[config.mk]
export PLATFORM = sky130hd
export DESIGN_NAME = sweep_counter_ctrl_flat
export DESIGN_NICKNAME = d
export VERILOG_FILES = /design/src/rtl/sweep_counter_ctrl_pkg.sv /design/src/rtl/sweep_counter_ctrl_if.sv /design/src/rtl/sweep_counter_ctrl_core.sv /design/src/rtl/sweep_counter_ctrl.sv /design/src/flat_wrapper.sv
export SDC_FILE = /design/constraint.sdc
export NUM_CORES = 1
export LEC_CHECK = 0
export ABC_AREA = 1
export BUFFER_PORTS_ARGS = -buffer_cell sky130_fd_sc_hd__buf_4
export CAP_MARGIN = 20
export CORE_UTILIZATION = 45
export CTS_CLUSTER_DIAMETER = 30
export DETAILED_ROUTE_END_ITERATION = 8
export GPL_TIMING_DRIVEN = 0
export HOLD_SLACK_MARGIN = 0.1
export PLACE_DENSITY = 0.73
export SETUP_SLACK_MARGIN = 0.1
export SLEW_MARGIN = 20
export SYNTH_ARGS = -nofsm -noshare
export SYNTH_HDL_FRONTEND = slang
export SYNTH_SLANG_ARGS = --single-unit
[constraint.sdc]
create_clock -name clk -period 2.1 [get_ports clk]
set_input_delay 0.21 -clock clk [delete_from_list [all_inputs] [get_ports clk]]
set_output_delay 0.21 -clock clk [all_outputs]
set_load 0.02 [all_outputs]
[src/rtl/sweep_counter_ctrl_pkg.sv]
// Shared types for the sweep counter controller: FSM state encoding,
// direction constants and the count-register operation select.
package sweep_counter_ctrl_pkg;

   typedef enum logic [1:0] {
      IDLE = 2'b00,
      UP   = 2'b01,
      DOWN = 2'b10,
      DONE = 2'b11
   } state_e;

   localparam logic DIR_UP = 1'b1;
   localparam logic DIR_DN = 1'b0;

   typedef enum logic [1:0] {
      OP_HOLD = 2'b00,
      OP_LOAD = 2'b01,
      OP_INC  = 2'b10,
      OP_DEC  = 2'b11
   } cnt_op_e;

endpackage

[src/rtl/sweep_counter_ctrl_if.sv]
// Control/status bundle between a sweep requester (master) and the
// sweep counter controller (slave).
interface sweep_counter_ctrl_if #(
   parameter int WIDTH    = 3,
   parameter int SWEEPS_W = 4
);
   logic                start;
   logic                stop;
   logic                pause;
   logic [WIDTH-1:0]    lo;
   logic [WIDTH-1:0]    hi;
   logic [SWEEPS_W-1:0] sweeps;
   logic [WIDTH-1:0]    count;
   logic                dir;
   logic                busy;
   logic                done;
   logic                err;
   logic [SWEEPS_W-1:0] sweep_cnt;

   modport master (
      output start, stop, pause, lo, hi, sweeps,
      input  count, dir, busy, done, err, sweep_cnt
   );

   modport slave (
      input  start, stop, pause, lo, hi, sweeps,
      output count, dir, busy, done, err, sweep_cnt
   );
endinterface

[src/rtl/sweep_counter_ctrl_core.sv]
// WIDTH-bit count register with load / increment / decrement / hold select;
// the controller guarantees it is never asked to step past a bound.
module sweep_count_core
   import sweep_counter_ctrl_pkg::*;
#(
   parameter int WIDTH = 3
) (
   input  logic             clk,
   input  logic             rst,
   input  cnt_op_e          op,
   input  logic [WIDTH-1:0] load_val,
   output logic [WIDTH-1:0] count
);

   // NOTE: non-blocking assignments so every register samples pre-edge values.
   always_ff @(posedge clk) begin
      if (!rst) begin
         count <= '0;
      end else begin
         unique case (op)
            OP_LOAD: count <= load_val;
            OP_INC:  count <= count + WIDTH'(1);
            OP_DEC:  count <= count - WIDTH'(1);
            default: count <= count;
         endcase
      end
   end

endmodule

[src/rtl/sweep_counter_ctrl.sv]
// Triangle-sweep sequencer: counts lo->hi->lo for a programmed number of
// round trips under a start/done handshake with pause and stop.
module sweep_counter_ctrl
   import sweep_counter_ctrl_pkg::*;
#(
   parameter int WIDTH    = 3,
   parameter int SWEEPS_W = 4
) (
   input  logic                clk,
   input  logic                rst,
   sweep_counter_ctrl_if.slave bus
);

   state_e              state;
   state_e              state_nx;
   logic [WIDTH-1:0]    lo_q;
   logic [WIDTH-1:0]    hi_q;
   logic [WIDTH-1:0]    count;
   logic [WIDTH-1:0]    load_val;
   logic [SWEEPS_W-1:0] sweeps_q;
   logic [SWEEPS_W-1:0] sweep_cnt_q;
   logic [SWEEPS_W-1:0] sweep_cnt_nx;
   logic [SWEEPS_W-1:0] sweep_cnt_inc;
   logic                dir_q;
   logic                dir_nx;
   logic                busy_q;
   logic                done_q;
   logic                err_q;
   cnt_op_e             op;

   logic accept;
   logic reject;
   logic stepping;
   logic at_hi;
   logic at_lo;
   logic flat;
   logic last_sweep;

   assign accept        = (state == IDLE) && bus.start && (bus.lo <= bus.hi);
   assign reject        = (state == IDLE) && bus.start && (bus.lo >  bus.hi);
   assign stepping      = !bus.stop && !bus.pause;
   assign at_hi         = (count == hi_q);
   assign at_lo         = (count == lo_q);
   assign flat          = (lo_q == hi_q);
   assign sweep_cnt_inc = sweep_cnt_q + SWEEPS_W'(1);
   // sweeps == 0 means free-running, so the wrapped increment never matches.
   assign last_sweep    = (sweeps_q != '0) && (sweep_cnt_inc == sweeps_q);

   // State and registered outputs.
   always_ff @(posedge clk) begin
      if (!rst) begin
         state       <= IDLE;
         lo_q        <= '0;
         hi_q        <= '0;
         sweeps_q    <= '0;
         sweep_cnt_q <= '0;
         dir_q       <= DIR_DN;
         busy_q      <= 1'b0;
         done_q      <= 1'b0;
         err_q       <= 1'b0;
      end else begin
         state       <= state_nx;
         sweep_cnt_q <= sweep_cnt_nx;
         dir_q       <= dir_nx;
         busy_q      <= (state_nx == UP) || (state_nx == DOWN);
         done_q      <= (state_nx == DONE);
         err_q       <= reject;
         if (accept) begin
            lo_q     <= bus.lo;
            hi_q     <= bus.hi;
            sweeps_q <= bus.sweeps;
         end
      end
   end

   // Next-state logic; stop outranks pause, which outranks stepping.
   always_comb begin
      // NOTE: defaults first so no path leaves a signal unassigned (no latch).
      state_nx = state;
      unique case (state)
         IDLE: begin
            if (accept) state_nx = UP;
         end
         UP: begin
            if (bus.stop)              state_nx = IDLE;
            else if (!bus.pause && at_hi) state_nx = DOWN;
         end
         DOWN: begin
            if (bus.stop)                 state_nx = IDLE;
            else if (!bus.pause && at_lo) state_nx = last_sweep ? DONE : UP;
         end
         DONE: state_nx = IDLE;
         default: state_nx = IDLE;
      endcase
   end

   // Datapath control: count op, direction and sweep counter updates.
   always_comb begin
      op           = OP_HOLD;
      load_val     = bus.lo;
      dir_nx       = dir_q;
      sweep_cnt_nx = sweep_cnt_q;
      unique case (state)
         IDLE: begin
            if (accept) begin
               op           = OP_LOAD;
               dir_nx       = DIR_UP;
               sweep_cnt_nx = '0;
            end
         end
         UP: begin
            if (stepping) begin
               if (!at_hi) begin
                  op = OP_INC;
               end else begin
                  dir_nx = DIR_DN;
                  // Turning at hi steps to hi-1, except a zero-width range holds.
                  if (!flat) op = OP_DEC;
               end
            end
         end
         DOWN: begin
            if (stepping) begin
               if (!at_lo) begin
                  op = OP_DEC;
               end else begin
                  sweep_cnt_nx = sweep_cnt_inc;
                  if (!last_sweep) begin
                     dir_nx = DIR_UP;
                     if (!flat) op = OP_INC;
                  end
               end
            end
         end
         default: ;
      endcase
   end

   sweep_count_core #(
      .WIDTH (WIDTH)
   ) u_core (
      .clk      (clk),
      .rst      (rst),
      .op       (op),
      .load_val (load_val),
      .count    (count)
   );

   assign bus.count     = count;
   assign bus.dir       = dir_q;
   assign bus.busy      = busy_q;
   assign bus.done      = done_q;
   assign bus.err       = err_q;
   assign bus.sweep_cnt = sweep_cnt_q;

endmodule

[src/flat_wrapper.sv]
// flat-port wrapper written by rule: the top's interface ports become plain ports
module sweep_counter_ctrl_flat import sweep_counter_ctrl_pkg::*;
#(
   parameter int WIDTH    = 3,
   parameter int SWEEPS_W = 4
)
  (clk, rst, bus_start, bus_stop, bus_pause, bus_lo, bus_hi, bus_sweeps, bus_count, bus_dir, bus_busy, bus_done, bus_err, bus_sweep_cnt);
  sweep_counter_ctrl_if #(.WIDTH(WIDTH), .SWEEPS_W(SWEEPS_W)) bus_i ();
  input  logic clk;
  input  logic rst;
  input wire logic [$bits(bus_i.start)-1:0] bus_start;
  input wire logic [$bits(bus_i.stop)-1:0] bus_stop;
  input wire logic [$bits(bus_i.pause)-1:0] bus_pause;
  input wire logic [$bits(bus_i.lo)-1:0] bus_lo;
  input wire logic [$bits(bus_i.hi)-1:0] bus_hi;
  input wire logic [$bits(bus_i.sweeps)-1:0] bus_sweeps;
  output wire logic [$bits(bus_i.count)-1:0] bus_count;
  output wire logic [$bits(bus_i.dir)-1:0] bus_dir;
  output wire logic [$bits(bus_i.busy)-1:0] bus_busy;
  output wire logic [$bits(bus_i.done)-1:0] bus_done;
  output wire logic [$bits(bus_i.err)-1:0] bus_err;
  output wire logic [$bits(bus_i.sweep_cnt)-1:0] bus_sweep_cnt;
  assign bus_i.start = bus_start;
  assign bus_i.stop = bus_stop;
  assign bus_i.pause = bus_pause;
  assign bus_i.lo = bus_lo;
  assign bus_i.hi = bus_hi;
  assign bus_i.sweeps = bus_sweeps;
  assign bus_count = bus_i.count;
  assign bus_dir = bus_i.dir;
  assign bus_busy = bus_i.busy;
  assign bus_done = bus_i.done;
  assign bus_err = bus_i.err;
  assign bus_sweep_cnt = bus_i.sweep_cnt;
  sweep_counter_ctrl #(.WIDTH(WIDTH), .SWEEPS_W(SWEEPS_W)) u_core (.clk(clk), .rst(rst), .bus(bus_i));
endmodule
# Word-level counts from Yosys, hierarchy flattened
# Cells that the tools add are included.
[word_totals]
inputBits = 15
output_inout_bits = 11
ff_bits = 23
wordCells = 79
[op_classes]
n_lt_le_gt_ge = 2
n_mux = 28
addsub = 3
eq_ne = 19
reduce_logical = 17
[ops]
columns = ["cell", "count"]
rows = [
  ["$mux W2", 13],
  ["$eq A2 B2 Y1 const B", 6],
  ["$mux W4", 3],
  ["$ne A2 B1 Y1 const B", 5],
  ["$eq A3 B3 Y1", 3],
  ["$pmux W3 S3", 1],
  ["$pmux W2 S4", 1],
  ["$pmux W4 S2", 1],
  ["$logic_and A1 B1 Y1", 7],
  ["$mux W1", 7],
  ["$reduce_and A7 Y1", 1],
  ["$eq A2 B1 Y1 const B", 3],
  ["$pmux W2 S3", 1],
  ["$reduce_bool A3 Y1", 2],
  ["$add A4 B1 Y4 const B", 1],
  ["$eq A4 B4 Y1", 1],
  ["$reduce_and A4 Y1", 1],
  ["$reduce_bool A4 Y1", 1],
  ["$add A3 B1 Y3 const B", 1],
  ["$gt A3 B3 Y1", 1],
  ["$le A3 B3 Y1", 1],
  ["$pmux W1 S3", 1],
  ["$sub A3 B1 Y3 const B", 1],
  ["$logic_not A1 Y1", 2],
  ["4 further kinds", 4],
]

# Depth between registers and ports, before layout
# Gate-level depths: netlist (run 1).
[logic_depth]
ltp_word = 9
depth_mapped = 14
depth_no_buf = 14

# Hierarchy
# A second synthesis (run 1) with hierarchy kept.
[unflattened]
cells_unflattened = 210
area_unflattened_um2 = 1432.6
[modules_own_cells]
columns = ["module", "seq_area_each_um2", "area_per_inst_um2", "n_inst", "cells_per_inst"]
rows = [
  ["sweep_counter_ctrl", 400.4, 1234.9, 1, 178],
  ["sweep_count_core", 60.1, 197.7, 1, 32],
]

# Least setup slack after synthesis (run 1)
# No wires, ideal clock.
[synth_timing]
path_kind = "register -> register"
startpoint = "reg u_core.u_core.count[0]"
endpoint = "reg u_core.u_core.count[2]"
t_arrival_ns = 1.805
path_buffers = 0
setup_ns = 0.066
path_slack_ns = 0.229
stages_incl_launch_ff = 13
synth_period_minus_slack_ns = 1.871
cell_sequence = "dfxtp_1 > inv_1 > nand2_1 > nand2_1 > nand3_2 > nor2_1 > nand3_1 > nand2_1 > fa_1 > xor2_1 > nand3_1 > nand3_1 > a21oi_2"
[synth_between]
elab_chain_cells = 6
word_cells_on_any_way = 14
classes_between = "add/sub: 2; eq/ne: 5; mux: 6; reduce/logical: 1"
[synth_lines]
columns = ["item", "line", "text"]
rows = [
  ["start, declared", "sweep_counter_ctrl_core.sv:12", "output logic [WIDTH-1:0] count"],
  ["start signal, assigned", "sweep_counter_ctrl_core.sv:21", "OP_LOAD: count <= load_val;"],
  ["start signal, assigned", "sweep_counter_ctrl_core.sv:22", "OP_INC: count <= count + WIDTH'(1);"],
  ["start signal, assigned", "sweep_counter_ctrl_core.sv:23", "OP_DEC: count <= count - WIDTH'(1);"],
  ["$eq A3 B3 Y1 (on tied branches)", "sweep_counter_ctrl.sv:43, sweep_counter_ctrl.sv:42", ""],
  ["$mux W2 (on tied branches)", "sweep_counter_ctrl.sv:124, sweep_counter_ctrl.sv:113", ""],
  ["$mux W2 (on tied branches)", "sweep_counter_ctrl.sv:123, sweep_counter_ctrl.sv:112", ""],
  ["$pmux W2 S3", "sweep_counter_ctrl.sv:103", "unique case (state)"],
  ["$eq A2 B2 Y1 or $eq A2 B1 Y1 (tied branches)", "sweep_counter_ctrl_core.sv:20", "unique case (op)"],
  ["$pmux W3 S3 or $reduce_bool A3 Y1 (tied branches)", "n/a", ""],
]
# Parallel ways exist; a longest one is shown, timed or not.
# A chain may end at the register's enable or synchronous reset.

# Final worst setup path (run 1)
[layout_timing]
startpoint = "reg u_core.lo_q[0]"
endpoint = "reg u_core.u_core.count[2]"
[layout_between]
elab_chain_cells = 8
word_cells_on_any_way = 15
classes_between = "eq/ne: 5; mux: 9; reduce/logical: 1"
[layout_lines]
columns = ["item", "line", "text"]
rows = [
  ["start, declared", "sweep_counter_ctrl.sv:16", "logic [WIDTH-1:0] lo_q;"],
  ["start signal, assigned", "sweep_counter_ctrl.sv:69", "lo_q <= bus.lo;"],
  ["$eq A3 B3 Y1", "sweep_counter_ctrl.sv:44", "assign flat = (lo_q == hi_q);"],
  ["$mux W2", "sweep_counter_ctrl.sv:130", "if (!flat) op = OP_INC;"],
  ["$mux W2", "sweep_counter_ctrl.sv:128", "if (!last_sweep) begin"],
  ["$mux W2", "sweep_counter_ctrl.sv:124", "if (!at_lo) begin"],
  ["$mux W2", "sweep_counter_ctrl.sv:123", "if (stepping) begin"],
  ["$pmux W2 S3 *", "sweep_counter_ctrl.sv:103", ""],
  ["$eq A2 B2 Y1 or $eq A2 B1 Y1 (tied branches)", "sweep_counter_ctrl_core.sv:20", ""],
  ["$pmux W3 S3 or $reduce_bool A3 Y1 (tied branches)", "n/a", ""],
]
# Mark *: on every way between the ends. The rest lies on a longest branch, timed or not.

==> results of run 1 <==
critical path, delay by kind of cell, from the launching register on:
family / cells / cell delay (ns)
AO/OA/AOI/OAI: 1 / 0.10
XOR/XNOR: 2 / 0.29
adder cells (fa/ha/maj): 1 / 0.37
flip-flops: 1 / 0.36
AND/OR/NAND/NOR: 8 / 0.66
state kept, by name (all words and copies together), names as in the netlist:
signal,cells
u_core.bus.busy,1
u_core.bus.dir,1
u_core.bus.done,1
u_core.bus.err,1
u_core.bus.sweep_cnt,4
u_core.hi_q,3
u_core.lo_q,3
u_core.state,2
u_core.sweeps_q,4
u_core.u_core.count,3
logic make-up (layout without fill, tap and decap cells):
logic type      Yosys count  in the layout  synth area share [%]
fa+ha+maj                 6              6                  6.07
simple gates             93             93                  31.9
flops                    23             23                  33.9
xor+xnor                  9              9                  5.80
buf+inv                  30             60                  8.37
compound gates           35             35                  14.0
layout make-up:
| type | count | area (µm²) |
|---|---|---|
| inverter | 28 | 105 |
| timing repair buffer | 26 | 195 |
| clock buffer | 4 | 26.3 |
| sequential | 23 | 472 |
| fill | 296 | 1170 |
| tap | 31 | 38.8 |
| multi-input combinational | 143 | 788 |
| buffer | 2 | 8.76 |
power groups by stage:
stage	clock network (W)	registers [W]	logic [W]
floorplan	0	0.000680	0.000540
global placement	0	0.000643	0.000773
detailed placement	0	0.000645	0.000778
CTS	0.000215	0.000634	0.000785
global route	0.000230	0.000657	0.000911
finish	0.000210	0.000642	0.000808
layer usage:
metal	global-route usage [%]	share of wire (%)	wire, µm
met3	5.22	5.4	149
met2	30.9	46	1280
met1	22.8	48	1330
met4	4.18	0.65	18
met5	0	0	0
final timing paths:
kind,from,to,slack (ns),cells past startpoint
min reg2reg,u_core.bus.dir,u_core.bus.dir,0.45,2
max reg2reg,u_core.lo_q[0],u_core.u_core.count[2],0.27,12
min,bus_sweeps[1],u_core.sweeps_q[1],0.15,3
max,u_core.lo_q[0],u_core.u_core.count[2],0.27,12
metrics by stage:
stage          cell area, µm²  power, W  utilization (%)  std cells
3_5_place_dp             1590   0.00142             56.6        252
6_report                 1630   0.00166             58.3        257
4_1_cts                  1610   0.00163             57.5        256
2_1_floorplan            1360   0.00122                -        196
3_3_place_gp             1590   0.00142             56.6        252
5_1_grt                  1630   0.00180             58.3        257
timing repair:
action | 4_1_cts | 5_1_grt
setup buffers | 0 | 1
resized for setup | 0 | 9
hold buffers | 0 | 0
setup endpoints to repair | 0 | 2
layout by cell type, fill, tap and decap left out:
cell and count:
a21oi_1 12, nand3_2 4, inv_1 25, dfxtp_1 16
clkbuf_1 2, nor2_4 1, xnor2_1 7, a31oi_1 2
buf_2 1, nor3_1 1, xor2_1 2, inv_2 3
nor2_1 22, dfxtp_2 6, dfxtp_4 1, fa_1 1
o2111ai_1 1, nand4_1 1, or2_0 1, nand3b_1 1
buf_4 26, o21ai_0 17, nand2_4 1, clkbuf_4 3
nand3_1 12, nor2_2 4, a21oi_2 1, nand2_2 5
o211ai_1 1, nand2_1 40, ha_1 5, a21boi_1 1
==> results.ini, run 1 <==
[setup_path]
arrival_ns=2.08
crit_path_end_kind=register
cp-start-kind=register
slowest_stage=fa_1
worstSetupPathType=register to register
cp_slowest_stage_delay_ns=0.37
worstPathCellList=xnor2_1, nand2_1, nor2_2, nor2_1, nand3_1, nand2_1, fa_1, xor2_1, nand3_1, nand2_1, nand2_1, a21oi_2
worstPathRequired_ns=2.35
worstPathMaxFanout=3
cpMostUsedCell=nand2_1

[place]
dp_hpwl_mm=2.19
place.gp.congestion=0.804
portBuffers=25
pre_cts_ws_ns=0.189

[clocking]
cts_buffers=3
clock_latency_ns=0.31
clock-sinks=23
cts_tree=yes
clkTransAtPathRegs_ns=0.13
clockRootBuffer=clkbuf_4
ctsHtreeMaxLevel=1
cts_max_path_buffers=2

[timing]
hold_slack_ns=0.146
slew_headroom_pct=69.2
rsz0062_at_grt=yes
worst_pin_slew_ns=0.460
hold_viol=0
fin_worst_skew_ns=0.00274
fin_crit_ns=1.83
slew_violations=0
fin_setup_tns_ns=0
max_freq_mhz=547
timing.final.crit_share_pct=87.1
fin_ws_ns=0.271
setup_viol=0

[final_layout]
drive_gt1_share_pct=24.8
nets=248
areaGrowthSynthToFinish_pct=20.1
antenna_cells=0

[logic_synthesis]
synth_cell_types=28
yosysTopAreaCell=dfxtp_1
synth_most_common_cell=nand2_1
synth_cells=196
synth_edf_count=0
synth_area_um2=1360
netlist.area_leader.share_pct=33.9
ys_seq_area_share_pct=33.9
synthTopCellsByArea=dfxtp_1 34%, nand2_1 11%, inv_1 6.9%
syn_area_per_cell_um2=6.94
ys.flop_type=dfxtp_1
ys_ff_latch=23
yosys-top-cells-count=40 x nand2_1, 25 x inv_1, 23 x dfxtp_1, 23 x nor2_1, 17 x o21ai_0
syn-num-nets=217
ys_warn_count=0
async_flop_share_pct=0

[floorplanning]
start_util_pct=48.5
die_w_um=57.0
rows=19
die_y_um=57.0
ios=26
die-area_um2=3250
core_area_um2=2810

[grt]
grt_pass1_vias=1106
antenna_found_initial=0
grt_pass1_wl_mm=4.60
overflow=0
grt_max_degree=13
track_usage_pct=18.2

[hold_path]
hp-class=input port to register

[power]
intPower_w=0.000951
p_sw_w=0.000709
clkPwrFrac_pct=12.7
p_seq_share_pct=38.7
combPwrFrac_pct=48.7
p_leak_nw=0.808
cellPowerDensity_nw_per_um2=1020
p_sw_share_pct=42.7
ir_drop_v=0.000695

[drt]
wl_per_cell_um=10.8
drt-initial-drc-count=47
via_per_inst=5.05
drc=8
vias=1299
ant_nets=0
drt-pass1-iter-count=6
wirelength_mm=2.78

[run_status]
violations=DRC
status=complete, but fails checks

[run]
cap_violations=0

(Power assumes the default switching activity.)
==> inputs of run 2 (changes only) <==
- clock period: 2.1 -> 1.7 ns (I/O delays scaled with it)
==> results.ini, run 2 (same netlist as run 1, synthesis figures left out) <==
[place]
place.gp.congestion=0.809  ; +0.63%
portBuffers=25  ; unchanged
dp_cells=252  ; unchanged
dp_hpwl_mm=2.23  ; +1.9%

[grt]
grt_pass1_wl_mm=5.22  ; +13%
antenna_found_initial=0  ; unchanged
grt_pass1_vias=1192  ; +7.8%
overflow=0  ; unchanged
grt_max_degree=13  ; unchanged
track_usage_pct=20.6  ; +2.5 points

[power]
p_leak_nw=0.886  ; +9.6%
cellPowerDensity_nw_per_um2=1250  ; +23%
p_total_w=0.00230  ; +39%
ir_drop_v=0.000841  ; +21%

[floorplanning]
start_util_pct=48.5  ; unchanged
die_y_um=57.0  ; unchanged
die_w_um=57.0  ; unchanged
core_area_um2=2810  ; unchanged
rows=19  ; unchanged
ios=26  ; unchanged
die-area_um2=3250  ; unchanged

[final_layout]
nets=260  ; +4.8%
mostFrequentLayoutCells=39 x nand2_1, 34 x buf_4, 23 x inv_1
layout.cells.non_filler=269  ; +4.7%
final_common_cell=nand2_1
drive_gt1_share_pct=37.0  ; +12 points
areaGrowthSynthToFinish_pct=36.0
n_fill_cell=252  ; -15%
antenna_cells=0  ; unchanged
fin_util_pct=65.9  ; +7.7 points

[clocking]
cts_tree=yes
clock_latency_ns=0.31  ; about the same
clockRootBuffer=clkbuf_4
clkTransAtPathRegs_ns=0.13  ; about the same
clock-sinks=23  ; unchanged
ctsHtreeMaxLevel=1  ; unchanged
cts_buffers=3  ; unchanged
cts_max_path_buffers=2  ; unchanged

[drt]
ant_nets=0  ; unchanged
wirelength_mm=3.12  ; +12%
drc=0  ; -8
drt-pass1-iter-count=4  ; -2
via_per_inst=5.09  ; +0.61%
drt-initial-drc-count=32  ; -32%
wl_per_cell_um=11.6  ; +6.9%
vias=1368  ; +5.3%

[setup_path]
cp-start-kind=register
crit_path_end_kind=register
r2r-start=u_core.lo_q[0]
arrival_ns=2.07  ; about the same
worstPathMaxFanout=3  ; unchanged
worstReg2RegEnd=u_core.u_core.count[2]
worstSetupPathType=register to register
worstRegToRegCells=12  ; unchanged
rrSetupSlack_ns=-0.12  ; -0.39 ns
worstPathRequired_ns=1.95  ; -0.40 ns

[timing]
max_freq_mhz=549  ; +0.40%
fin_worst_skew_ns=0.00272  ; -0.0000155 ns
timing.final.crit_share_pct=107  ; +20 points
fin_setup_tns_ns=-0.131  ; -0.131 ns
slew_headroom_pct=68.5  ; -0.70 points
hold_viol=0  ; unchanged
worst_pin_slew_ns=0.470  ; +0.0105 ns
setup_viol=2  ; +2
slew_violations=0  ; unchanged
rsz0062_at_grt=yes
hold_slack_ns=0.107  ; -0.0395 ns
fin_crit_ns=1.82  ; -0.00727 ns
fin_ws_ns=-0.122  ; -0.393 ns

[hold_path]
hp-class=input port to register
min_to=u_core.sweeps_q[1]
holdPathStages=3  ; unchanged
worstHoldStart=bus_sweeps[1]

[run_status]
violations=setup timing
status=complete, but fails checks

[run]
cap_violations=0  ; unchanged

-- run 2: worst max-delay path, stage by stage (launching register included) --
cell and delay (ns):
dfxtp_4 0.40, xnor2_2 0.10, nand2_1 0.08, nor2_2 0.12
nor2_1 0.05, nand3_1 0.08, nand2_1 0.07, fa_2 0.33
xor2_1 0.14, nand3_1 0.11, nand2_1 0.10, nand2_1 0.06
a21oi_2 0.11
-- run 2: per-stage QoR --
stage	setup WS (ns)	instance area (µm²)
after floorplan	0.0209	1400
after CTS	-0.0868	1740
after global placement	-0.101	1630
after detailed placement	-0.133	1630
after global routing	-0.242	1850
final	-0.122	1850
-- run 2: cell type report --
class | instances | area, µm² | area share, %
Sequential cell | 23 | 495 | 26.8
Clock buffer | 4 | 26.3 | 1.42
Multi-Input combinational cell | 143 | 877 | 47.4
Inverter | 28 | 105 | 5.68
Buffer | 2 | 8.76 | 0.474
Timing Repair Buffer | 38 | 298 | 16.1
Tap cell | 31 | 38.8 | 2.10
-- run 2: worst max-delay path by stage --
| stage | slack, ns | endpoint | from | cells after the start |
|---|---|---|---|---|
| 2_1_floorplan | 0.02 | u_core.u_core.count[2] | u_core.hi_q[1] | 12 |
| 3_3_place_gp | -0.10 | u_core.u_core.count[2] | u_core.hi_q[1] | 12 |
| 3_5_place_dp | -0.13 | u_core.u_core.count[2] | u_core.lo_q[1] | 12 |
| 4_1_cts | -0.09 | u_core.u_core.count[2] | u_core.lo_q[1] | 12 |
| 5_1_grt | -0.24 | u_core.u_core.count[2] | u_core.u_core.count[2] | 10 |
| 6_report | -0.12 | u_core.u_core.count[2] | u_core.lo_q[0] | 12 |
-- run 2: layer usage --
metal	share of wire (%)	track usage (%)	wire length, µm
met1	46	26.1	1430
met2	48	36.0	1510
met3	5.0	4.99	156
met4	0.58	4.18	18
met5	0	0	0
-- run 2: power by group --
group | switching, W | total [W] | internal [W]
clock network | 0.000165 | 0.000256 | 0.0000917
logic | 0.000681 | 0.00124 | 0.000559
registers | 0.000130 | 0.000808 | 0.000678
-- run 2: repair_timing --
item,in CTS,in global routing
gates cloned,0,0
pin swaps,4,14
setup endpoints to repair,3,7
resized for setup,7,20
buffers inserted,7,4
endpoints found under the hold margin,1,1
hold buffers,1,1
